<file path="config.mk">
export PLATFORM = sky130hd
export DESIGN_NAME = serial_config_port
export DESIGN_NICKNAME = d
export VERILOG_FILES = /design/src/rtl/serial_config_port.sv
export SDC_FILE = /design/constraint.sdc
export NUM_CORES = 1
export LEC_CHECK = 0
export BUFFER_PORTS_ARGS = -buffer_cell sky130_fd_sc_hd__buf_2
export CAP_MARGIN = 5
export CELL_PAD_IN_SITES_DETAIL_PLACEMENT = 1
export CELL_PAD_IN_SITES_GLOBAL_PLACEMENT = 2
export CORE_UTILIZATION = 35
export DETAILED_ROUTE_END_ITERATION = 10
export GPL_ROUTABILITY_DRIVEN = 0
export GPL_TIMING_DRIVEN = 1
export PLACE_DENSITY = 0.78
export REMOVE_ABC_BUFFERS = 1
export SLEW_MARGIN = 20
export SYNTH_ARGS = -nofsm -noshare
export SYNTH_HDL_FRONTEND = slang
export SYNTH_SLANG_ARGS = --single-unit
</file>
<file path="constraint.sdc">
create_clock -name CLK_24M -period 5.4 [get_ports CLK_24M]
set_input_delay 1.08 -clock CLK_24M [delete_from_list [all_inputs] [get_ports CLK_24M]]
set_output_delay 1.08 -clock CLK_24M [all_outputs]
set_load 0.02 [all_outputs]
</file>
<file path="src/rtl/serial_config_port.sv">
// serial_config_port
// Register file of NUM_REGS x DATA_W bits written and read over a 3-wire
// serial port (SCLK/SDI/CS) with an SDO readback line. The serial pins are
// oversampled in the CLK_24M domain, so everything runs on one clock.
// Frame: RW bit (1=read), ADDR_W address bits, DATA_W data bits, MSB first,
// sampled on SCLK rising edges. DATA_W >= 2 and ADDR_W >= 1 are assumed.
module serial_config_port #(
    parameter int NUM_REGS    = 16,
    parameter int ADDR_W      = 4,
    parameter int DATA_W      = 8,
    parameter int SYNC_STAGES = 2,
    parameter logic [NUM_REGS*DATA_W-1:0] RESET_VAL = '0
) (
    input  logic                       CLK_24M,
    input  logic                       reset,
    input  logic                       SCLK,
    input  logic                       SDI,
    input  logic                       CS,
    output logic                       SDO,
    output logic [NUM_REGS*DATA_W-1:0] regs_flat,
    output logic                       reg_update,
    output logic [ADDR_W-1:0]          update_addr,
    output logic                       frame_error,
    output logic                       addr_error
);

    localparam int CMD_LEN   = 1 + ADDR_W;
    localparam int FRAME_LEN = 1 + ADDR_W + DATA_W;
    localparam int CNT_W     = $clog2(FRAME_LEN + 1);
    localparam logic [ADDR_W:0] NUM_REGS_EXT = (ADDR_W + 1)'(NUM_REGS);

    typedef enum logic [1:0] {IDLE, CMD, DATA, WAIT_CS} state_t;

    // Input synchronisers and edge-detect history
    logic [SYNC_STAGES-1:0] sclk_sync_reg;
    logic [SYNC_STAGES-1:0] sdi_sync_reg;
    logic [SYNC_STAGES-1:0] cs_sync_reg;
    logic                   sclk_hist_reg;
    logic                   cs_hist_reg;

    logic sclk_s, sdi_s, cs_s;
    logic sclk_rise, sclk_fall, cs_fall, cs_rise;

    // Frame engine state
    state_t              state_reg;
    logic [CNT_W-1:0]    bit_cnt_reg;
    logic [ADDR_W-1:0]   cmd_sr_reg;
    logic [DATA_W-1:0]   data_sr_reg;
    logic                rw_reg;
    logic [ADDR_W-1:0]   addr_reg;
    logic                addr_bad_reg;
    logic                over_len_reg;
    logic [DATA_W-1:0]   rd_sr_reg;
    logic                sdo_reg;
    logic                reg_update_reg;
    logic [ADDR_W-1:0]   update_addr_reg;
    logic                frame_error_reg;
    logic                addr_error_reg;
    logic [DATA_W-1:0]   regs_reg [NUM_REGS];

    // Command word as it looks once the current SDI bit is shifted in
    logic [ADDR_W:0]     cmd_next;
    logic [ADDR_W-1:0]   addr_next;
    logic                addr_next_bad;
    logic [DATA_W-1:0]   rd_load;

    assign sclk_s = sclk_sync_reg[SYNC_STAGES-1];
    assign sdi_s  = sdi_sync_reg[SYNC_STAGES-1];
    assign cs_s   = cs_sync_reg[SYNC_STAGES-1];

    assign sclk_rise = sclk_s & ~sclk_hist_reg;
    assign sclk_fall = ~sclk_s & sclk_hist_reg;
    assign cs_fall   = ~cs_s & cs_hist_reg;
    assign cs_rise   = cs_s & ~cs_hist_reg;

    assign cmd_next      = {cmd_sr_reg, sdi_s};
    assign addr_next     = cmd_next[ADDR_W-1:0];
    assign addr_next_bad = ({1'b0, addr_next} >= NUM_REGS_EXT);

    // Readback value for the address being latched; out-of-range reads give 0
    always_comb begin
        rd_load = '0;
        if (!addr_next_bad) begin
            rd_load = regs_reg[addr_next];
        end
    end

    // Synchronise the serial pins; reset values look like an idle bus
    always_ff @(posedge CLK_24M or posedge reset) begin
        if (reset) begin
            sclk_sync_reg <= '0;
            sdi_sync_reg  <= '0;
            cs_sync_reg   <= '1;
            sclk_hist_reg <= 1'b0;
            cs_hist_reg   <= 1'b1;
        end else begin
            sclk_sync_reg <= {sclk_sync_reg[SYNC_STAGES-2:0], SCLK};
            sdi_sync_reg  <= {sdi_sync_reg[SYNC_STAGES-2:0], SDI};
            cs_sync_reg   <= {cs_sync_reg[SYNC_STAGES-2:0], CS};
            sclk_hist_reg <= sclk_s;
            cs_hist_reg   <= cs_s;
        end
    end

    // Frame FSM, register file, readback shifter and status pulses
    always_ff @(posedge CLK_24M or posedge reset) begin
        if (reset) begin
            state_reg       <= IDLE;
            bit_cnt_reg     <= '0;
            cmd_sr_reg      <= '0;
            data_sr_reg     <= '0;
            rw_reg          <= 1'b0;
            addr_reg        <= '0;
            addr_bad_reg    <= 1'b0;
            over_len_reg    <= 1'b0;
            rd_sr_reg       <= '0;
            sdo_reg         <= 1'b0;
            reg_update_reg  <= 1'b0;
            update_addr_reg <= '0;
            frame_error_reg <= 1'b0;
            addr_error_reg  <= 1'b0;
            for (int i = 0; i < NUM_REGS; i++) begin
                regs_reg[i] <= RESET_VAL[i*DATA_W +: DATA_W];
            end
        end else begin
            reg_update_reg  <= 1'b0;
            frame_error_reg <= 1'b0;
            addr_error_reg  <= 1'b0;

            if (state_reg == IDLE) begin
                if (cs_fall) begin
                    bit_cnt_reg  <= '0;
                    cmd_sr_reg   <= '0;
                    data_sr_reg  <= '0;
                    over_len_reg <= 1'b0;
                    sdo_reg      <= 1'b0;
                    state_reg    <= CMD;
                end
            end else if (cs_rise) begin
                // CS release ends the frame and wins over any SCLK edge
                state_reg <= IDLE;
                sdo_reg   <= 1'b0;
                if (state_reg == WAIT_CS && !over_len_reg) begin
                    if (!rw_reg && !addr_bad_reg) begin
                        regs_reg[addr_reg] <= data_sr_reg;
                        reg_update_reg     <= 1'b1;
                        update_addr_reg    <= addr_reg;
                    end
                end else begin
                    frame_error_reg <= 1'b1;
                end
            end else begin
                case (state_reg)
                    CMD: begin
                        if (sclk_rise) begin
                            cmd_sr_reg  <= cmd_next[ADDR_W-1:0];
                            bit_cnt_reg <= bit_cnt_reg + 1'b1;
                            if (bit_cnt_reg == CNT_W'(CMD_LEN - 1)) begin
                                rw_reg         <= cmd_next[ADDR_W];
                                addr_reg       <= addr_next;
                                addr_bad_reg   <= addr_next_bad;
                                addr_error_reg <= addr_next_bad;
                                rd_sr_reg      <= cmd_next[ADDR_W] ? rd_load : '0;
                                state_reg      <= DATA;
                            end
                        end
                    end
                    DATA: begin
                        if (sclk_rise) begin
                            data_sr_reg <= {data_sr_reg[DATA_W-2:0], sdi_s};
                            bit_cnt_reg <= bit_cnt_reg + 1'b1;
                            if (bit_cnt_reg == CNT_W'(FRAME_LEN - 1)) begin
                                sdo_reg   <= 1'b0;
                                state_reg <= WAIT_CS;
                            end
                        end else if (sclk_fall && rw_reg) begin
                            // Present the next readback bit on each falling edge
                            sdo_reg   <= rd_sr_reg[DATA_W-1];
                            rd_sr_reg <= {rd_sr_reg[DATA_W-2:0], 1'b0};
                        end
                    end
                    WAIT_CS: begin
                        if (sclk_rise) begin
                            over_len_reg <= 1'b1;
                        end
                    end
                    default: begin
                        state_reg <= IDLE;
                    end
                endcase
            end
        end
    end

    genvar gi;
    generate
        for (gi = 0; gi < NUM_REGS; gi++) begin : g_flat
            assign regs_flat[gi*DATA_W +: DATA_W] = regs_reg[gi];
        end
    endgenerate

    assign SDO         = sdo_reg;
    assign reg_update  = reg_update_reg;
    assign update_addr = update_addr_reg;
    assign frame_error = frame_error_reg;
    assign addr_error  = addr_error_reg;

endmodule

</file>
After elaboration in Yosys (flattened, before gate mapping). Index checks and enable logic that the tools add are counted.

Bits in registers: 175. Bits in latches: 0. RAM bits: 0. ROM bits: 0. Output and inout bits: 136. Logic and storage cells: 142. Memories: 0.

$add $sub $neg: 1. $mul: 0. Div/mod/pow operators: 0. Magnitude comparators: 3. Equality and inequality tests: 17. Shift operators: 0. Muxes and demuxes: 52. Bitwise gates (word level): 12. Reductions and logical operators: 24.

Operator list (number): 128-bit bitwise mux (1); 8-bit 2-to-1 mux (13); 4-bit 2-to-1 mux (9); 8-bit binary-select mux with 4-bit select (1); 8-bit demux with 4-bit select (1); 4-bit AND reduction (6); 1-bit 2-to-1 mux (18); 4-bit inequality test (second input constant) (4); 8-bit case mux with 2 select lines (1); 2-bit 2-to-1 mux (7); 2-bit nonzero test (6); 5-bit greater-or-equal comparator (second input constant) (2); 2-bit inequality test (second input constant) (5); 4-bit inverter with 5-bit output (2); 7-bit AND reduction (1); 1-bit inverter (6); 2-bit case mux with 3 select lines (1); 6-bit AND reduction (1); 5-bit by 1-bit less-than comparator with 1-bit output (second input constant) (1); 5-bit AND reduction (1); 4-bit by 1-bit adder with 4-bit output (second input constant) (1); 1-bit bitwise AND (4); 2-bit equality test (second input constant) (2); 4-bit by 3-bit equality test with 1-bit output (second input constant) (1); other kinds (11) (14).

Longest topological paths before layout. Gate-level depths: netlist of run 1.

Depth in word-level cells: 8. Gate-level depth with buffers: 10.

Least setup slack after synthesis of run 1. No wires, ideal clock.

Path kind: register to register. Start: register state_reg[0]. End: register regs_reg (netlist bit regs_flat[121]). Setup time: 128 ps. Data arrival time: 2256 ps. Data required time: 5272 ps. Path slack: 3017 ps. Cell stages (with the launch flop): 11. Path buffers: 3. Cell sequence: dfrtp_1 inv_1 ha_1 buf_2 or4_1 buf_4 inv_2 and3_1 buf_4 nand3_4 mux2_1.

Cells in the longest elaborated chain, start to end: 3. Elaborated cells on any way between the ends: 5. Those cells by class: 1 x eq/ne; 1 x bitwise; 3 x reduce/logical.

Ends and longest elaborated chain: start: declaration (RTL line 45) `state_t state_reg;`; start signal: assignment (RTL line 108) `state_reg <= IDLE;`; start signal: assignment (RTL line 137) `state_reg <= CMD;`; start signal: assignment (RTL line 141) `state_reg <= IDLE;`; 2-bit equality test / 2-bit logical NOT (equally long branches) (RTL line 143, 130); 1-bit logical AND / 1-bit inverter (equally long branches); 4-bit AND reduction (no line) (*); end signal: indexed assignment (RTL line 123) `regs_reg[i] <= RESET_VAL[i*DATA_W +: DATA_W];`; end signal: indexed assignment (RTL line 145) `regs_reg[addr_reg] <= data_sr_reg;`; end: declaration (RTL line 59) `logic [DATA_W-1:0] regs_reg [NUM_REGS];`.

Every way passes the cells marked *; elsewhere a longest branch is shown, timed or not. A chain may end at the register's enable or synchronous reset.

Worst setup path after layout of run 1.
Start: register state_reg[0]. End: register regs_reg (netlist bit regs_flat[49]).

The elaborated chain is that of the path after synthesis.

==> results of run 1 <==
## cell usage in the layout (no fill, tap or decap), types with 8 or more instances in the layout
master,n
mux2i_1,33
nand2b_1,12
nor2_1,8
dfrtp_1,171
clkbuf_16,17
o21ai_0,19
mux4_2,24
nand2_1,30
mux2_2,133
buf_2,139
nand2_2,9
inv_1,11
a21oi_1,9
## final cells by class
| class | count | area, um^2 | area share (%) |
|---|---|---|---|
| multi-input cells | 362 | 3470 | 36.1 |
| repair buffers | 144 | 753 | 7.85 |
| inverters | 14 | 57.6 | 0.600 |
| well taps | 285 | 357 | 3.71 |
| clock inverters | 11 | 120 | 1.25 |
| flip-flops and latches | 175 | 4380 | 45.7 |
| clock buffers | 21 | 460 | 4.80 |
## worst reg2reg max path: cells and delay by family (launching register included)
kind / cells / cell delay, ps
and+or+nand+nor: 3 / 1550
adders and majority gates: 1 / 540
DFF: 1 / 430
muxes: 1 / 360
buffers and inverters: 2 / 300
## through the flow
step	cell area [um^2]	std cells	setup slack, ps	util [%]
finish	9600	1012	2110	42.5
global route	9600	1012	1990	42.5
CTS	9570	1011	2170	42.4
detailed placement	8990	979	2170	39.8
global placement	8990	979	2260	39.8
floorplan	7900	551	-420	-
## path summary, 6_finish.rpt
| check | slack (ps) | end | start |
|---|---|---|---|
| setup reg to reg | 2110 | regs_flat[49] | state_reg[0] |
| max in group asynchronous | 3440 | regs_flat[123] | reset |
| setup / recovery | 2110 | regs_flat[49] | state_reg[0] |
| hold reg to reg | 360 | sclk_sync_reg[1] | sclk_sync_reg[0] |
| min in group asynchronous | 620 | regs_flat[98] | reset |
| hold / removal | 360 | sclk_sync_reg[1] | sclk_sync_reg[0] |
## kinds of logic after synthesis
logic type      count (synthesis)  share of synthesized area, %
mux                           192                          29.7
flops                         175                          54.5
simple gates                  107                          8.02
compound gates                 55                          4.23
buf+inv                        47                          2.44
fa+ha+maj                       7                          1.09
other cells                     1                        0.0466
## report_power, final
part,switching (W),internal (W),leakage [nW]
logic,0.000309,0.000208,2.30
registers,0.000211,0.00138,2.40
clock network,0.000559,0.000674,0.279
total,0.00108,0.00226,4.98
## per-layer routing
metal,share of wire (%),track usage [%]
met4,1.3,6.00
met1,44,26.5
met2,51,34.2
met3,3.0,3.55
met5,0,0
==> reports/metrics.cfg, run 1 <==
[outcome]
status = finished clean

[synth]
syn_area_per_cell_um2 = 13.8
netlist_top_cells_area = dfrtp_1, mux2_2, mux4_2
ys_seq_area_share_pct = 54.5
yosysMostFrequentCell = dfrtp_1
synth_edf_count = 0
netlist.area_leader.share_pct = 53.5
synth_flop_cell = dfrtp_1
synth_cells = 584
syn_area_mm2 = 0.00805
async_flop_share_pct = 100
yosysWarnings = 0
synth_top_cell_by_area = dfrtp_1
synth_common_cells = dfrtp_1, mux2_2, mux2i_1
ys_types = 48
synth_seq_cells = 175

[critical_path]
cp_max_fo = 27
cp-start-kind = flip-flop
required_ps = 5720
path_depth = 7
worstPathArrival_ps = 3610
path_delay_family = simple AND/OR/NAND/NOR gates
max_stage_delay_ps = 870
path_cells = inv_1, ha_1, or4_1, inv_2, and3_1, nand2_2, mux2_2
rr_worst_depth = 7
end_kind = flip-flop
cp_num_buf_inv = 2
cpMaxStageDelayCell = or4_1
critPathKind = flip-flop to flip-flop

[floorplan]
initial_core_util_pct = 35.7
fp.dieArea_mm2 = 0.0236
std_cell_rows = 55
die_y_um = 154
io-pin-count = 141
die_x_um = 154
core_area_mm2 = 0.0226

[min_path]
hold_class = flip-flop to flip-flop
hold_depth = 0

[clock_network]
clock_latency_ps = 440
clkSinkCount = 175
cts_setup_buffers = 0
htreeDepth = 4
path_clk_slew_ps = 70
cts.repair.resized = 0
numCtsBuffers = 17
hold_buffers = 0
root_buffer = clkbuf_16
cts_buffer_depth = 2
cts_tree = yes

[route]
drtAntennaViolNets = 0
routed_wl_um = 22700
avgRoutedWirePerCell_um = 22.4
vias = 5410
route.detailed.drc = 0
first_pass_iters = 4
drtIter0Drc = 254
vias_per_cell = 5.35

[global_route]
grt_pass1_wl_um = 35800
antenna_found_initial = 0
grt_overflow = 0
grt_util_all_layers_pct = 20.2
grt_pass1_vias = 5859
grt_start_max_net_pins = 105

[sta]
fin_crit_sh_pct = 60.9
rsz0062_at_grt = no
tightest_slew_ps = 1100
slew_violations = 0
finalSetupViolations = 0
slew-limit-headroom_pct = 26.7
whs_ps = 356
fin_worst_skew_ps = 17.1
fin_setup_tns_ps = 0
finalCriticalPeriod_ps = 3290
fmax_mhz = 304
hold_violations = 0

[finish]
layout-drive-gt1-share_pct = 49.5
largest_reg_flops = 128
nets = 726
fillCellCount = 2369
syn_to_final_growth_pct = 19.3
n_antenna_cell = 0

[power_and_ir_drop]
p_total_w = 0.00334
max-vdd-ir-drop_uv = 150
p_leak_nw = 4.98
pwr_density_cell_mw_per_mm2 = 348

[place]
dp_hpwl_um = 15600
io_buffers = 139

[job]
maxCapViolations = 0

(Power assumes the default switching activity.)
==> run 2: changes to the inputs <==
--- a/config.mk
+++ b/config.mk
@@ -9,11 +9,11 @@
 export CAP_MARGIN = 5
 export CELL_PAD_IN_SITES_DETAIL_PLACEMENT = 1
 export CELL_PAD_IN_SITES_GLOBAL_PLACEMENT = 2
-export CORE_UTILIZATION = 35
+export CORE_UTILIZATION = 39
 export DETAILED_ROUTE_END_ITERATION = 10
 export GPL_ROUTABILITY_DRIVEN = 0
 export GPL_TIMING_DRIVEN = 1
-export PLACE_DENSITY = 0.78
+export PLACE_DENSITY = 0.83
 export REMOVE_ABC_BUFFERS = 1
 export SLEW_MARGIN = 20
 export SYNTH_ARGS = -nofsm -noshare
==> constraint.sdc (replaced) <==
create_clock -name CLK_24M -period 3.3 [get_ports CLK_24M]
set_input_delay 0.66 -clock CLK_24M [delete_from_list [all_inputs] [get_ports CLK_24M]]
set_output_delay 0.66 -clock CLK_24M [all_outputs]
set_load 0.02 [all_outputs]
==> run 2 against run 1 <==
  * Clock power grew 63%
  * Non-clock buffer count is 6 higher
  * Core utilization rose by 5.0 points
  * First-iteration DRC count rose by 26%
  * Fmax is 17% higher
==> reports/metrics.cfg, run 2 (same netlist as run 1, synthesis figures left out) <==
[outcome]
status = finished clean

[clock_network]
htreeDepth = 4
cts_buffer_depth = 2
clock_latency_ps = 440
path_clk_slew_ps = 70
cts_setup_buffers = 0
cts_tree = yes
numCtsBuffers = 17
hold_buffers = 0
root_buffer = clkbuf_16
cts.repair.resized = 0
clkSinkCount = 175

[job]
maxCapViolations = 0

[floorplan]
die_x_um = 146
fp.dieArea_mm2 = 0.0212
die_y_um = 146
core_area_mm2 = 0.0202
std_cell_rows = 52
io-pin-count = 141
initial_core_util_pct = 39.8

[place]
io_buffers = 139
preCtsSetupSlack_ps = 486
placed_cells = 971
dp_hpwl_um = 16300

[finish]
syn_to_final_growth_pct = 19.5
fin_cells = 1003
fin_util_pct = 47.5
final_common_cell = dfrtp_1
largest_reg_flops = 128
layout-drive-gt1-share_pct = 50.1
n_antenna_cell = 0
final_cell_mix = dfrtp_1, buf_2, mux2_2
nets = 732

[sta]
hold_violations = 0
fin_worst_skew_ps = 15.5
finalCriticalPeriod_ps = 2820
worst_slack_ps = 479
slew-limit-headroom_pct = 47.7
finalSetupViolations = 0
fmax_mhz = 354
slew_violations = 0
rsz0062_at_grt = no
fin_setup_tns_ps = 0
tightest_slew_ps = 785
fin_crit_sh_pct = 85.5

[route]
vias = 5422
avgRoutedWirePerCell_um = 22.9
vias_per_cell = 5.41
routed_wl_um = 23000
drtAntennaViolNets = 0
first_pass_iters = 4
route.detailed.drc = 0
drtIter0Drc = 319

[power_and_ir_drop]
power_frac_comb_pct = 16.2
p_leak_nw = 5.01
power_switching_w = 0.00181
p_total_w = 0.00549
netSwitchingFraction_pct = 32.9
pwr_density_cell_mw_per_mm2 = 571
internal-power_w = 0.00368
clockPowerShare_pct = 36.6
power_frac_seq_pct = 47.3
max-vdd-ir-drop_uv = 317

[critical_path]
cp_max_fo = 8
cp-start-kind = flip-flop
worstPathArrival_ps = 3140
required_ps = 3620
critPathKind = flip-flop to flip-flop
end_kind = flip-flop

[global_route]
antenna_found_initial = 0
grt_overflow = 0
grt_start_max_net_pins = 60
grt_pass1_wl_um = 37400
grt_util_all_layers_pct = 23.4
grt_pass1_vias = 6035

[min_path]
hold_class = input pin to asynchronous set/reset pin

==> run 2: stage by stage <==
step                hold WS [ps]  cell area, um^2
floorplan                    331             7900
global placement             333             9040
detailed placement           339             9040
CTS                          302             9620
global route                 306             9620
finish                       280             9620
==> run 2: power by group through the flow <==
stage                     clock, W  combinational (W)  sequential [W]
after floorplan                  0           0.000585         0.00253
after global placement           0           0.000847         0.00262
after detailed placement         0           0.000887         0.00263
after CTS                  0.00204           0.000896         0.00259
after global routing       0.00212           0.000977         0.00262
final                      0.00201           0.000887         0.00259
==> run 2: worst paths after layout <==
path	cells after the start	slack, ps	end	start
setup reg to reg	7	480	regs_flat[116]	state_reg[0]
min in group CLK_24M	1	320	sdi_sync_reg[0]	SDI
hold reg to reg	0	360	sdi_sync_reg[1]	sdi_sync_reg[0]
hold / removal	2	280	update_addr[0]	reset
max in group asynchronous	3	2080	cmd_sr_reg[2]	reset
setup / recovery	7	480	regs_flat[116]	state_reg[0]
==> run 2: layer usage <==
metal | track usage (%) | up-vias | part of all wire [%]
li1 | - | 2380 | -
met1 | 30.6 | 2870 | 42
met2 | 40.4 | 155 | 52
met3 | 4.01 | 17 | 4.2
met4 | 6.11 | 0 | 1.1
met5 | 0 | - | 0
==> run 2: cell type report <==
class	count	area, um^2
Sequential cell	175	4380
Clock buffer	18	429
Multi-Input combinational cell	362	3470
Timing Repair Buffer	150	791
Inverter	14	57.6
Clock inverter	14	150
Fill cell	2081	10600
Tap cell	270	338
==> run 2: critical path, stage by stage, from the launching register on <==
cell	delay [ps]
dfrtp_1	420
inv_1	90
ha_1	220
or4_1	750
inv_2	200
and3_1	400
nand2_2	280
mux2_2	360
==> run 3: changes to the inputs <==
--- a/config.mk
+++ b/config.mk
@@ -9,11 +9,11 @@
 export CAP_MARGIN = 5
 export CELL_PAD_IN_SITES_DETAIL_PLACEMENT = 1
 export CELL_PAD_IN_SITES_GLOBAL_PLACEMENT = 2
-export CORE_UTILIZATION = 39
+export CORE_UTILIZATION = 35
 export DETAILED_ROUTE_END_ITERATION = 10
 export GPL_ROUTABILITY_DRIVEN = 0
 export GPL_TIMING_DRIVEN = 1
-export PLACE_DENSITY = 0.83
+export PLACE_DENSITY = 0.78
 export REMOVE_ABC_BUFFERS = 1
 export SLEW_MARGIN = 20
 export SYNTH_ARGS = -nofsm -noshare
==> constraint.sdc (replaced) <==
create_clock -name CLK_24M -period 2.4 [get_ports CLK_24M]
set_input_delay 0.48 -clock CLK_24M [delete_from_list [all_inputs] [get_ports CLK_24M]]
set_output_delay 0.48 -clock CLK_24M [all_outputs]
set_load 0.02 [all_outputs]
==> run 3 against run 2 <==
  * Combinational power is 61% higher
  * Cell count is 4.2% higher
  * Clock power is 42% higher
==> reports/metrics.cfg, run 3 (same netlist as run 1, synthesis figures left out) <==
[sta]
fin_setup_tns_ps = 0
worst_slack_ps = 62.0
hold_violations = 0
fin_worst_skew_ps = 13.4
tightest_slew_ps = 682
finalCriticalPeriod_ps = 2340
slew_violations = 0
fin_crit_sh_pct = 97.4
whs_ps = 108
slew-limit-headroom_pct = 54.6
fmax_mhz = 428
finalSetupViolations = 0

[clock_network]
hold_buffers = 0
clkSinkCount = 175
cts_tree = yes
htreeDepth = 4
clock_latency_ps = 430
root_buffer = clkbuf_16
cts_buffer_depth = 2
numCtsBuffers = 17
path_clk_slew_ps = 70

[power_and_ir_drop]
power_frac_comb_pct = 18.4
power_switching_w = 0.00249
netSwitchingFraction_pct = 32.1
clockPowerShare_pct = 36.8
power_frac_seq_pct = 44.8
max-vdd-ir-drop_uv = 466
p_leak_nw = 5.19
internal-power_w = 0.00528
pwr_density_cell_mw_per_mm2 = 781

[route]
avgRoutedWirePerCell_um = 22.2
drtIter0Drc = 338
vias_per_cell = 5.26
drtAntennaViolNets = 0
route.detailed.drc = 0
routed_wl_um = 23200
vias = 5493
first_pass_iters = 4

[min_path]
hold_class = input pin to asynchronous set/reset pin

[floorplan]
initial_core_util_pct = 35.7
io-pin-count = 141
core_area_mm2 = 0.0226
std_cell_rows = 55
fp.dieArea_mm2 = 0.0236
die_y_um = 154
die_x_um = 154

[global_route]
grt_pass1_vias = 6206
grt_pass1_wl_um = 37200
grt_overflow = 0
grt_util_all_layers_pct = 20.8
grt_start_max_net_pins = 54
antenna_found_initial = 0

[finish]
final_cell_mix = dfrtp_1, buf_2, mux2_2
layout-drive-gt1-share_pct = 52.6
syn_to_final_growth_pct = 23.8
fillCellCount = 2359
fin_area_mm2 = 0.00996
fin_cells = 1045
multi_input_area_mm2 = 0.00352
final_common_cell = dfrtp_1
seq_area_mm2 = 0.00438
n_antenna_cell = 0
largest_reg_flops = 128
nets = 759

[critical_path]
cp_max_fo = 8
end_kind = flip-flop
timing.rr.end = regs_flat[119]
rr_worst_depth = 9
crit-reg2reg-launch = state_reg[1]
endpoint = regs_flat[119]
critPathLaunch = state_reg[1]
required_ps = 2710
cp-start-kind = flip-flop
r2r_slack_ps = 60
critPathKind = flip-flop to flip-flop
worstPathArrival_ps = 2650

[job]
maxCapViolations = 0

[place]
placed_cells = 1006
dp_hpwl_um = 16400
io_buffers = 139
preCtsSetupSlack_ps = -29.9
placed_cell_area_mm2 = 0.00925

[outcome]
status = finished clean

-- run 3: cell types whose count changed in the layout (fill, tap and decap cells not counted), moves of 3 or more --
cell / before / now
nand2_4: 0 / 3
clkinvlp_4: 1 / 4
buf_12: 1 / 4
buf_4: 10 / 32
-- run 3: timing repair --
action | in CTS | in global routing
gates resized for setup | 7 | 8
buffers inserted | 1 | 6
pin swaps | 0 | 1
setup endpoints to repair | 44 | 115
-- run 3: area by class of cell --
cell class	instances	area share (%)
clock inverters	12	1.51
repair buffers	177	10.5
well taps	285	3.58
clock buffers	20	4.48
inverters	14	0.578
flip-flops and latches	175	44.0
multi-input cells	362	35.4
-- run 3: through the flow --
step                util (%)  total power [W]
floorplan                  -          0.00428
global placement        41.0          0.00482
detailed placement      41.0          0.00488
CTS                     43.8          0.00779
global route            44.1          0.00812
finish                  44.1          0.00777
-- run 3: power groups by stage --
stage / Combinational [W] / Sequential [W] / Clock [W]
4_1_cts: 0.00139 / 0.00348 / 0.00292
3_3_place_gp: 0.00129 / 0.00352 / 0
6_report: 0.00143 / 0.00348 / 0.00286
3_5_place_dp: 0.00135 / 0.00354 / 0
2_1_floorplan: 0.000805 / 0.00347 / 0
5_1_grt: 0.00156 / 0.00353 / 0.00303
-- run 3: how the worst min path moves through the flow --
stage                           startpoint                to  cells after the start
final                                reset     regs_flat[73]                      2
after global routing                 reset     regs_flat[73]                      2
after CTS                            reset     regs_flat[73]                      2
after detailed placement  sclk_sync_reg[0]  sclk_sync_reg[1]                      0
after global placement     sdi_sync_reg[0]   sdi_sync_reg[1]                      0
after floorplan           sclk_sync_reg[0]  sclk_sync_reg[1]                      0
-- run 3: critical path: stages (launching register included) --
cell and delay (ps):
dfrtp_1 380, inv_1 80, ha_2 180, or4_4 520, buf_8 160, inv_2 60, and3_4 180, buf_4 120
nand2_2 190, mux2_2 350
-- run 3: routing by layer --
layer	part of all wire (%)	track usage, %	routed length (um)
met4	1.8	6.19	416
met3	3.3	3.72	770
met2	51	35.8	11900
met1	44	26.8	10100
met5	0	0	0
